`src/rtl/mem_port_arbiter_pkg.sv`:
```
// Shared types for the memory port arbiter: FSM states, port identifiers
// and the round-robin pick function.
package mem_port_arbiter_pkg;

    typedef enum logic [1:0] {
        IDLE    = 2'd0,
        SERVE_I = 2'd1,
        SERVE_D = 2'd2
    } arb_state_t;

    typedef enum logic {
        PORT_I = 1'b0,
        PORT_D = 1'b1
    } arb_port_t;

    // Picks the side to serve. If only one side requests, that side wins.
    // If both request, the side that was not served last wins.
    function automatic arb_port_t pickPort(input logic reqI,
                                           input logic reqD,
                                           input arb_port_t lastGrant);
        arb_port_t pick;
        if (reqI && reqD) begin
            pick = (lastGrant == PORT_I) ? PORT_D : PORT_I;
        end else if (reqD) begin
            pick = PORT_D;
        end else begin
            pick = PORT_I;
        end
        return pick;
    endfunction

endpackage

```
`src/rtl/mem_port_arbiter_sat_counter.sv`:
```
// Saturating up-counter with enable and synchronous active-low clear.
// Holds at all-ones instead of wrapping.
module sat_counter #(
    parameter int WIDTH = 16
) (
    input  logic             clk,
    input  logic             clear_n,
    input  logic             en,
    output logic [WIDTH-1:0] count_o
);

    localparam logic [WIDTH-1:0] ONE = {{(WIDTH-1){1'b0}}, 1'b1};

    logic [WIDTH-1:0] count_q;
    logic [WIDTH-1:0] count_d;

    // Advance by one when enabled, unless already at the maximum value.
    always_comb begin
        count_d = count_q;
        if (en && (count_q != {WIDTH{1'b1}})) begin
            count_d = count_q + ONE;
        end
    end

    // Count register with synchronous clear.
    always_ff @(posedge clk) begin
        if (!clear_n) begin
            count_q <= '0;
        end else begin
            count_q <= count_d;
        end
    end

    assign count_o = count_q;

endmodule

```
`src/rtl/mem_port_arbiter.sv`:
```
// Merges the instruction and data word ports of the datapath onto one
// physical memory port. One transaction at a time; round-robin when both
// sides request together. Keeps saturating per-port completion counters.
module mem_port_arbiter
    import mem_port_arbiter_pkg::*;
#(
    parameter int ADDR_WIDTH = 16,
    parameter int DATA_WIDTH = 16,
    parameter int CNT_WIDTH  = 16
) (
    input  logic                    clk,
    input  logic                    reset_n,

    input  logic                    i_mem_read,
    input  logic [ADDR_WIDTH-1:0]   i_mem_address,
    output logic                    i_mem_resp,
    output logic [DATA_WIDTH-1:0]   i_mem_rdata,

    input  logic                    d_mem_read,
    input  logic                    d_mem_write,
    input  logic [ADDR_WIDTH-1:0]   d_mem_address,
    input  logic [DATA_WIDTH-1:0]   d_mem_wdata,
    input  logic [DATA_WIDTH/8-1:0] d_mem_byte_enable,
    output logic                    d_mem_resp,
    output logic [DATA_WIDTH-1:0]   d_mem_rdata,

    output logic                    pmem_read,
    output logic                    pmem_write,
    output logic [ADDR_WIDTH-1:0]   pmem_address,
    output logic [DATA_WIDTH-1:0]   pmem_wdata,
    output logic [DATA_WIDTH/8-1:0] pmem_byte_enable,
    input  logic                    pmem_resp,
    input  logic [DATA_WIDTH-1:0]   pmem_rdata,

    output logic [CNT_WIDTH-1:0]    i_grant_count,
    output logic [CNT_WIDTH-1:0]    d_grant_count
);

    localparam int BE_WIDTH = DATA_WIDTH / 8;

    arb_state_t              state_q,     state_d;
    arb_port_t               lastGrant_q, lastGrant_d;
    logic [ADDR_WIDTH-1:0]   addr_q,      addr_d;
    logic [DATA_WIDTH-1:0]   wdata_q,     wdata_d;
    logic [BE_WIDTH-1:0]     be_q,        be_d;
    logic                    write_q,     write_d;

    logic                    reqI;
    logic                    reqD;
    arb_port_t               grant;
    logic                    serving;

    assign reqI  = i_mem_read;
    assign reqD  = d_mem_read | d_mem_write;
    assign grant = pickPort(reqI, reqD, lastGrant_q);

    // Next-state logic: latch the granted request in IDLE, return to IDLE
    // and remember the served side when memory completes.
    always_comb begin
        state_d     = state_q;
        lastGrant_d = lastGrant_q;
        addr_d      = addr_q;
        wdata_d     = wdata_q;
        be_d        = be_q;
        write_d     = write_q;
        case (state_q)
            IDLE: begin
                if (reqI || reqD) begin
                    if (grant == PORT_D) begin
                        state_d = SERVE_D;
                        addr_d  = d_mem_address;
                        wdata_d = d_mem_wdata;
                        be_d    = d_mem_byte_enable;
                        write_d = d_mem_write;
                    end else begin
                        state_d = SERVE_I;
                        addr_d  = i_mem_address;
                        wdata_d = '0;
                        be_d    = '1;
                        write_d = 1'b0;
                    end
                end
            end
            SERVE_I: begin
                if (pmem_resp) begin
                    state_d     = IDLE;
                    lastGrant_d = PORT_I;
                end
            end
            SERVE_D: begin
                if (pmem_resp) begin
                    state_d     = IDLE;
                    lastGrant_d = PORT_D;
                end
            end
            default: begin
                state_d = IDLE;
            end
        endcase
    end

    // State and request-latch registers; reset aborts any transaction.
    always_ff @(posedge clk) begin
        if (!reset_n) begin
            state_q     <= IDLE;
            lastGrant_q <= PORT_I;
            addr_q      <= '0;
            wdata_q     <= '0;
            be_q        <= '0;
            write_q     <= 1'b0;
        end else begin
            state_q     <= state_d;
            lastGrant_q <= lastGrant_d;
            addr_q      <= addr_d;
            wdata_q     <= wdata_d;
            be_q        <= be_d;
            write_q     <= write_d;
        end
    end

    // Memory side is driven only from the latch. Gating with reset_n keeps
    // an aborted transaction from strobing or completing during reset.
    assign serving          = (state_q != IDLE) && reset_n;
    assign pmem_read        = serving && !write_q;
    assign pmem_write       = serving && write_q;
    assign pmem_address     = addr_q;
    assign pmem_wdata       = wdata_q;
    assign pmem_byte_enable = be_q;

    assign i_mem_resp  = (state_q == SERVE_I) && pmem_resp && reset_n;
    assign d_mem_resp  = (state_q == SERVE_D) && pmem_resp && reset_n;
    assign i_mem_rdata = i_mem_resp ? pmem_rdata : '0;
    assign d_mem_rdata = d_mem_resp ? pmem_rdata : '0;

    sat_counter #(.WIDTH(CNT_WIDTH)) uICount (
        .clk     (clk),
        .clear_n (reset_n),
        .en      (i_mem_resp),
        .count_o (i_grant_count)
    );

    sat_counter #(.WIDTH(CNT_WIDTH)) uDCount (
        .clk     (clk),
        .clear_n (reset_n),
        .en      (d_mem_resp),
        .count_o (d_grant_count)
    );

endmodule

```
`config.mk`:
```
export PLATFORM = sky130hd
export DESIGN_NAME = mem_port_arbiter
export DESIGN_NICKNAME = d
export VERILOG_FILES = /design/src/rtl/mem_port_arbiter_pkg.sv /design/src/rtl/mem_port_arbiter_sat_counter.sv /design/src/rtl/mem_port_arbiter.sv
export SDC_FILE = /design/constraint.sdc
export NUM_CORES = 1
export LEC_CHECK = 0
export CORE_UTILIZATION = 36
export CTS_CLUSTER_DIAMETER = 60
export CTS_CLUSTER_SIZE = 8
export DETAILED_ROUTE_END_ITERATION = 10
export HOLD_SLACK_MARGIN = 0.05
export PLACE_DENSITY = 0.82
export SYNTH_ARGS = -nofsm -noshare
export SYNTH_HDL_FRONTEND = slang
export SYNTH_SLANG_ARGS = --single-unit
export TNS_END_PERCENT = 10
```
`constraint.sdc`:
```
create_clock -name clk -period 1.8 [get_ports clk]
set_clock_uncertainty 0.15 [all_clocks]
set_input_delay 0.36 -clock clk [delete_from_list [all_inputs] [get_ports clk]]
set_output_delay 0.36 -clock clk [all_outputs]
set_load 0.01 [all_outputs]
```
# [Word level (Yosys, flattened, before mapping)]
# Cells that the tools add are included.
[classes] add_sub_neg=2 n_eq_ne=8 muxes=16 bitwise_logic=1 n_reduce_logical=19
[ops] operator="2-to-1 mux 16 bit" count=4
[ops] operator="adder 16 x 1 -> 16 bit (second input constant)" count=2
[ops] operator="inequality test 16 bit (second input constant)" count=2
[ops] operator="logical AND 1 bit" count=10
[ops] operator="2-to-1 mux 2 bit" count=4
[ops] operator="2-to-1 mux 1 bit" count=6
[ops] operator="inequality test 2 bit (second input constant)" count=3
[ops] operator="case mux 2 bit (2 select lines)" count=1
[ops] operator="AND reduction 2 bit" count=2
[ops] operator="nonzero test 2 bit" count=2
[ops] operator="AND reduction 3 bit" count=1
[ops] operator="== test 2 x 1 -> 1 bit (second input constant)" count=1
[ops] operator="== test 2 bit (second input constant)" count=1
[ops] operator="logical NOT 2 bit" count=1
[ops] operator="inequality test 2 x 1 -> 1 bit (second input constant)" count=1
[ops] operator="case mux 1 bit (2 select lines)" count=1
[ops] operator="OR reduction 2 bit" count=1
[ops] operator="logical NOT 1 bit" count=1
[ops] operator="logical OR 1 bit" count=1
[ops] operator="OR 1 bit" count=1
[word_totals] reg_bits=70 output_inout_bits=102 elab_cells=54

# [Longest topological paths before layout]
[depth] ltp_word=6 depth_mapped=8 mapped_depth_nobuf=7

# [Cells and area by module]
# From an unflattened synthesis, not the netlist that was laid out.
[unflattened] hier_cells=435 hier_area_um2=3594.7
[modules_own_cells] module="mem_port_arbiter" n_inst=1 cells_each=241 area_each_um2=1920.6
[modules_own_cells] module="sat_counter" n_inst=2 cells_each=97 area_each_um2=837.1

# [Worst setup path before layout]
# Ideal clock, no wire load.
[synth_path] path_kind="register to output" start="register state_q[0]" end="output d_mem_rdata[10]" arrival_ns=1.428 required_ns=1.290 slack_ns=-0.138 stages_incl_launch_ff=8 n_path_buf=2 cell_sequence="dfxtp_1 > inv_1 > ha_1 > nand3_2 > inv_1 > clkbuf_1 > clkbuf_1 > and2_1"
[synth_via] elab_chain_len=4
[synth_rtl] element="start, declared" line_no="mem_port_arbiter.sv:41" rtl="arb_state_t state_q, state_d;"
[synth_rtl] element="start signal, assigned" line_no="mem_port_arbiter.sv:112" rtl="state_q <= state_d;"
[synth_rtl] element="== test 2 bit" line_no="mem_port_arbiter.sv:131" rtl="assign d_mem_resp = (state_q == SERVE_D) && pmem_resp && reset_n;"
[synth_rtl] element="logical AND 1 bit (2 in a row)" line_no="mem_port_arbiter.sv:131"
[synth_rtl] element="net d_mem_resp" line_no="mem_port_arbiter.sv:24" rtl="output logic d_mem_resp,"
[synth_rtl] element="2-to-1 mux 16 bit" line_no="mem_port_arbiter.sv:133" rtl="assign d_mem_rdata = d_mem_resp ? pmem_rdata : '0;"
[synth_rtl] element="end, declared" line_no="mem_port_arbiter.sv:25" rtl="output logic [DATA_WIDTH-1:0] d_mem_rdata,"
# The timed path passes the listed nets, and every way through them passes these cells.

# [Worst setup path in the final report]
[layout_path] start="register state_q[1]" end="output i_mem_rdata[4]"
[layout_via] elab_chain_len=4
[layout_rtl] element="== test 2 x 1 -> 1 bit" line_no="mem_port_arbiter.sv:130" rtl="assign i_mem_resp = (state_q == SERVE_I) && pmem_resp && reset_n;"
[layout_rtl] element="logical AND 1 bit (2 in a row)" line_no="mem_port_arbiter.sv:130"
[layout_rtl] element="2-to-1 mux 16 bit" line_no="mem_port_arbiter.sv:132" rtl="assign i_mem_rdata = i_mem_resp ? pmem_rdata : '0;"
[layout_rtl] element="end, declared" line_no="mem_port_arbiter.sv:17" rtl="output logic [DATA_WIDTH-1:0] i_mem_rdata,"
# Every way passes these cells.

==> flow_metrics.py <==
metrics = {
    "status": {
        "run_status": "finished, violations left",
        "violations": "design-rule violations, negative setup slack",
    },
    "floorplanning": {
        "design.die.area_sq_um": 9700,
        "rows": 34,
        "initial_core_util_pct": 37.9,
        "die_w_microns": 98.5,
        "fp.dieH_microns": 98.5,
        "ios": 174,
        "coreArea_sq_um": 8850,
    },
    "global_routing": {
        "grt_start_max_net_pins": 53,
        "grt_pass1_vias": 4205,
        "grt-ovfl-total": 0,
        "grt_pass1_wl_microns": 19300,
        "antenna_found_initial": 0,
        "track_usage_pct": 24.4,
    },
    "yosys": {
        "syn_avg_cell_area_sq_um": 8.11,
        "ys_seq_area_share_pct": 41.8,
        "ys.flop_type": "dfxtp_1",
        "syn_inst": 413,
        "ys_seq_elements": 70,
        "synth_most_common_cell": "dfxtp_1",
        "synthTopCellsByCount": "dfxtp_1 (70), nand2_1 (61), and2_1 (32)",
        "synthArstFlopShare_pct": 0,
        "yosysUniqueCellTypes": 46,
        "yosys-top-cells-area": "dfxtp_1 (42%), nand2_1 (6.8%), and2_1 (6.0%)",
        "netlist_area_sq_um": 3350,
        "ys_warn_count": 0,
        "synth_edf_count": 0,
        "synth_top_area_share_pct": 41.8,
        "synthesis.nets": 490,
        "synth.largest_area_cell": "dfxtp_1",
    },
    "drt": {
        "dr.first_iter.drc_count": 162,
        "totalWireLength_microns": 12200,
        "ant_nets": 0,
        "first_pass_iters": 7,
        "routed-wl-met2_microns": 6380,
        "vias": 4226,
        "wl_per_cell_microns": 15.8,
        "drc_errors": 17,
        "wl_met1_microns": 4480,
        "met3WireLength_microns": 1100,
        "highest_layer": "met4",
        "vias_per_cell": 5.47,
    },
    "cells_and_area": {
        "fin_area_sq_um": 6210,
        "final_cells": 773,
        "diodes": 0,
        "area_growth_pct": 85.3,
        "drive_above_1_share_pct": 31.0,
        "fillers": 687,
        "fin_nets": 737,
    },
    "sta": {
        "worst_slew_pin_slew_ns": 0.609,
        "drv_slew": 0,
        "hold_viol": 0,
        "max_freq_mhz": 486,
        "maxSlewHeadroom_pct": 59.4,
        "final.period_utilization_pct": 114,
        "finalCriticalPeriod_ns": 2.06,
        "setup_viol": 49,
        "grt_setup_unrepaired": "yes",
        "fin_ws_ns": -0.258,
    },
    "worst_setup_path": {
        "slowest_delay_ns": 0.33,
        "critical_path_class": "reg2out",
        "crit_path_end_kind": "output port",
        "worstPathCellList": "inv_2 -> ha_4 -> and3_4 -> buf_12 -> buf_16 -> and2_4 -> buf_6",
        "cp_slowest_cell": "dfxtp_2",
        "arrival_ns": 1.55,
        "crit_fanout": 5,
        "crit_path_start_kind": "register",
        "worstPathRequired_ns": 1.29,
    },
    "clock_network": {
        "cts.sinks": 70,
        "root_buffer": "clkbuf_8",
        "worstSkewPairLatency_ns": 0.34,
        "hold_buffers": 0,
        "clockBufferDepth": 2,
        "cts.htree.levels": 3,
        "cts_buffers": 9,
        "cts_tree": "done",
        "cts.clk_slew.worst_paths_ns": 0.07,
    },
    "placement": {
        "dpl.hpwl_microns": 8290,
        "placed_area_sq_um": 5820,
        "gp_congestion": 0.841,
        "dpl.cell_count": 752,
        "portBuffers": 173,
    },
    "power_and_ir_drop": {
        "p_per_area_nw_per_um2": 668,
        "vdd.ir_drop.worst_v": 0.000495,
        "report.power.total_mw": 4.15,
        "leakagePower_nw": 2.67,
    },
    "worst_hold_path": {
        "hold_class": "reg2reg",
    },
    "flow_run": {
        "maxCapViolations": 0,
    },
}
==> state kept, by name, indices dropped and copies added, names as in the netlist <==
signal            cells
uICount.count_o      16
pmem_byte_enable      2
uDCount.count_o      16
lastGrant_q           1
pmem_address         16
write_q               1
pmem_wdata           16
state_q               2
==> metrics by stage <==
step | setup TNS, ns | hold WS, ns | utilization (%) | worst slack (ns)
floorplan | -0.0411 | 0.291 | - | -0.0197
global placement | -38.22 | 0.288 | 65.8 | -0.624
detailed placement | -41.84 | 0.294 | 65.8 | -0.646
CTS | -7.96 | 0.303 | 68.9 | -0.271
global route | -11.15 | 0.329 | 70.2 | -0.303
finish | -6.96 | 0.299 | 70.2 | -0.258
==> where the power goes <==
part	switching, mW	leakage, nW	internal [mW]
combinational	0.475	1.98	0.577
sequential	0.0624	0.581	1.66
clock	0.608	0.113	0.759
total	1.15	2.67	3.00
==> worst max-delay path, delay by kind of cell, from the launching register on <==
kind,cells,cell delay [ns]
buf+inv,4,0.41
flops,1,0.33
simple gates,2,0.31
fa+ha+maj,1,0.16
==> path summary, 6_finish.rpt <==
check           startpoint                   to  slack [ns]  depth (start not counted)
max reg2reg     state_q[0]  uDCount.count_o[11]       -0.23                          7
min reg2reg  pmem_wdata[3]        pmem_wdata[3]        0.30                          2
max             state_q[1]       i_mem_rdata[4]       -0.26                          7
min          pmem_wdata[3]        pmem_wdata[3]        0.30                          2
==> placed cells by master, fill, tap and decap left out, types with 3 or more instances in the layout <==
cell type	Yosys	routed
buf_12	0	4
o31ai_2	0	3
a31oi_1	3	3
a311oi_1	16	16
and2_1	32	24
o21ai_0	6	6
nand4_1	8	8
buf_4	0	78
nand3_1	30	28
o311ai_1	0	4
inv_2	1	3
dfxtp_1	70	54
and2_4	0	8
dlygate4sd2_1	0	31
nand2_1	61	60
nor2_1	28	27
ha_4	0	4
clkbuf_8	0	12
or4_1	9	9
o31ai_1	12	9
and3_1	5	3
or3_1	3	3
a21oi_1	31	28
mux2i_1	3	3
dfxtp_2	0	14
o41ai_1	6	5
a22oi_1	3	3
and4_1	3	3
nor4_2	0	4
inv_1	8	5
clkdlybuf4s50_1	0	102
a21oi_2	0	3
buf_6	0	13
buf_2	3	29
nor3_1	11	10
==> final cells by class <==
class	count	area, sq um	share of cell area [%]
well taps	108	135	2.18
clock inverters	4	52.6	0.846
repair buffers	261	2330	37.5
clock buffers	12	165	2.66
inverters	9	41.3	0.665
multi-input cells	309	2060	33.2
flip-flops and latches	70	1430	23.0
==> kinds of logic after synthesis <==
| kind of cell | synth area share, % |
|---|---|
| muxes | 0.896 |
| DFF | 41.8 |
| adders and majority gates | 1.87 |
| buffers and inverters | 3.92 |
| AOI/OAI and AO/OA | 19.5 |
| and+or+nand+nor | 32.0 |
==> layer usage <==
layer | track usage (%) | vias to the layer above
met4 | 9.41 | 0
met3 | 7.09 | 28
met1 | 24.3 | 1982
met2 | 47.2 | 197
li1 | - | 2019
met5 | 0 | -
==> timing repair <==
action                                  4_1_cts  5_1_grt
hold endpoints to repair                      0        0
setup buffers                                 5        0
pin swaps                                    14       24
gates resized for setup                     230       40
endpoints found under the setup margin       91       99
gates cloned                                  2        0
No activity file was read; power rests on OpenSTA's default activity.
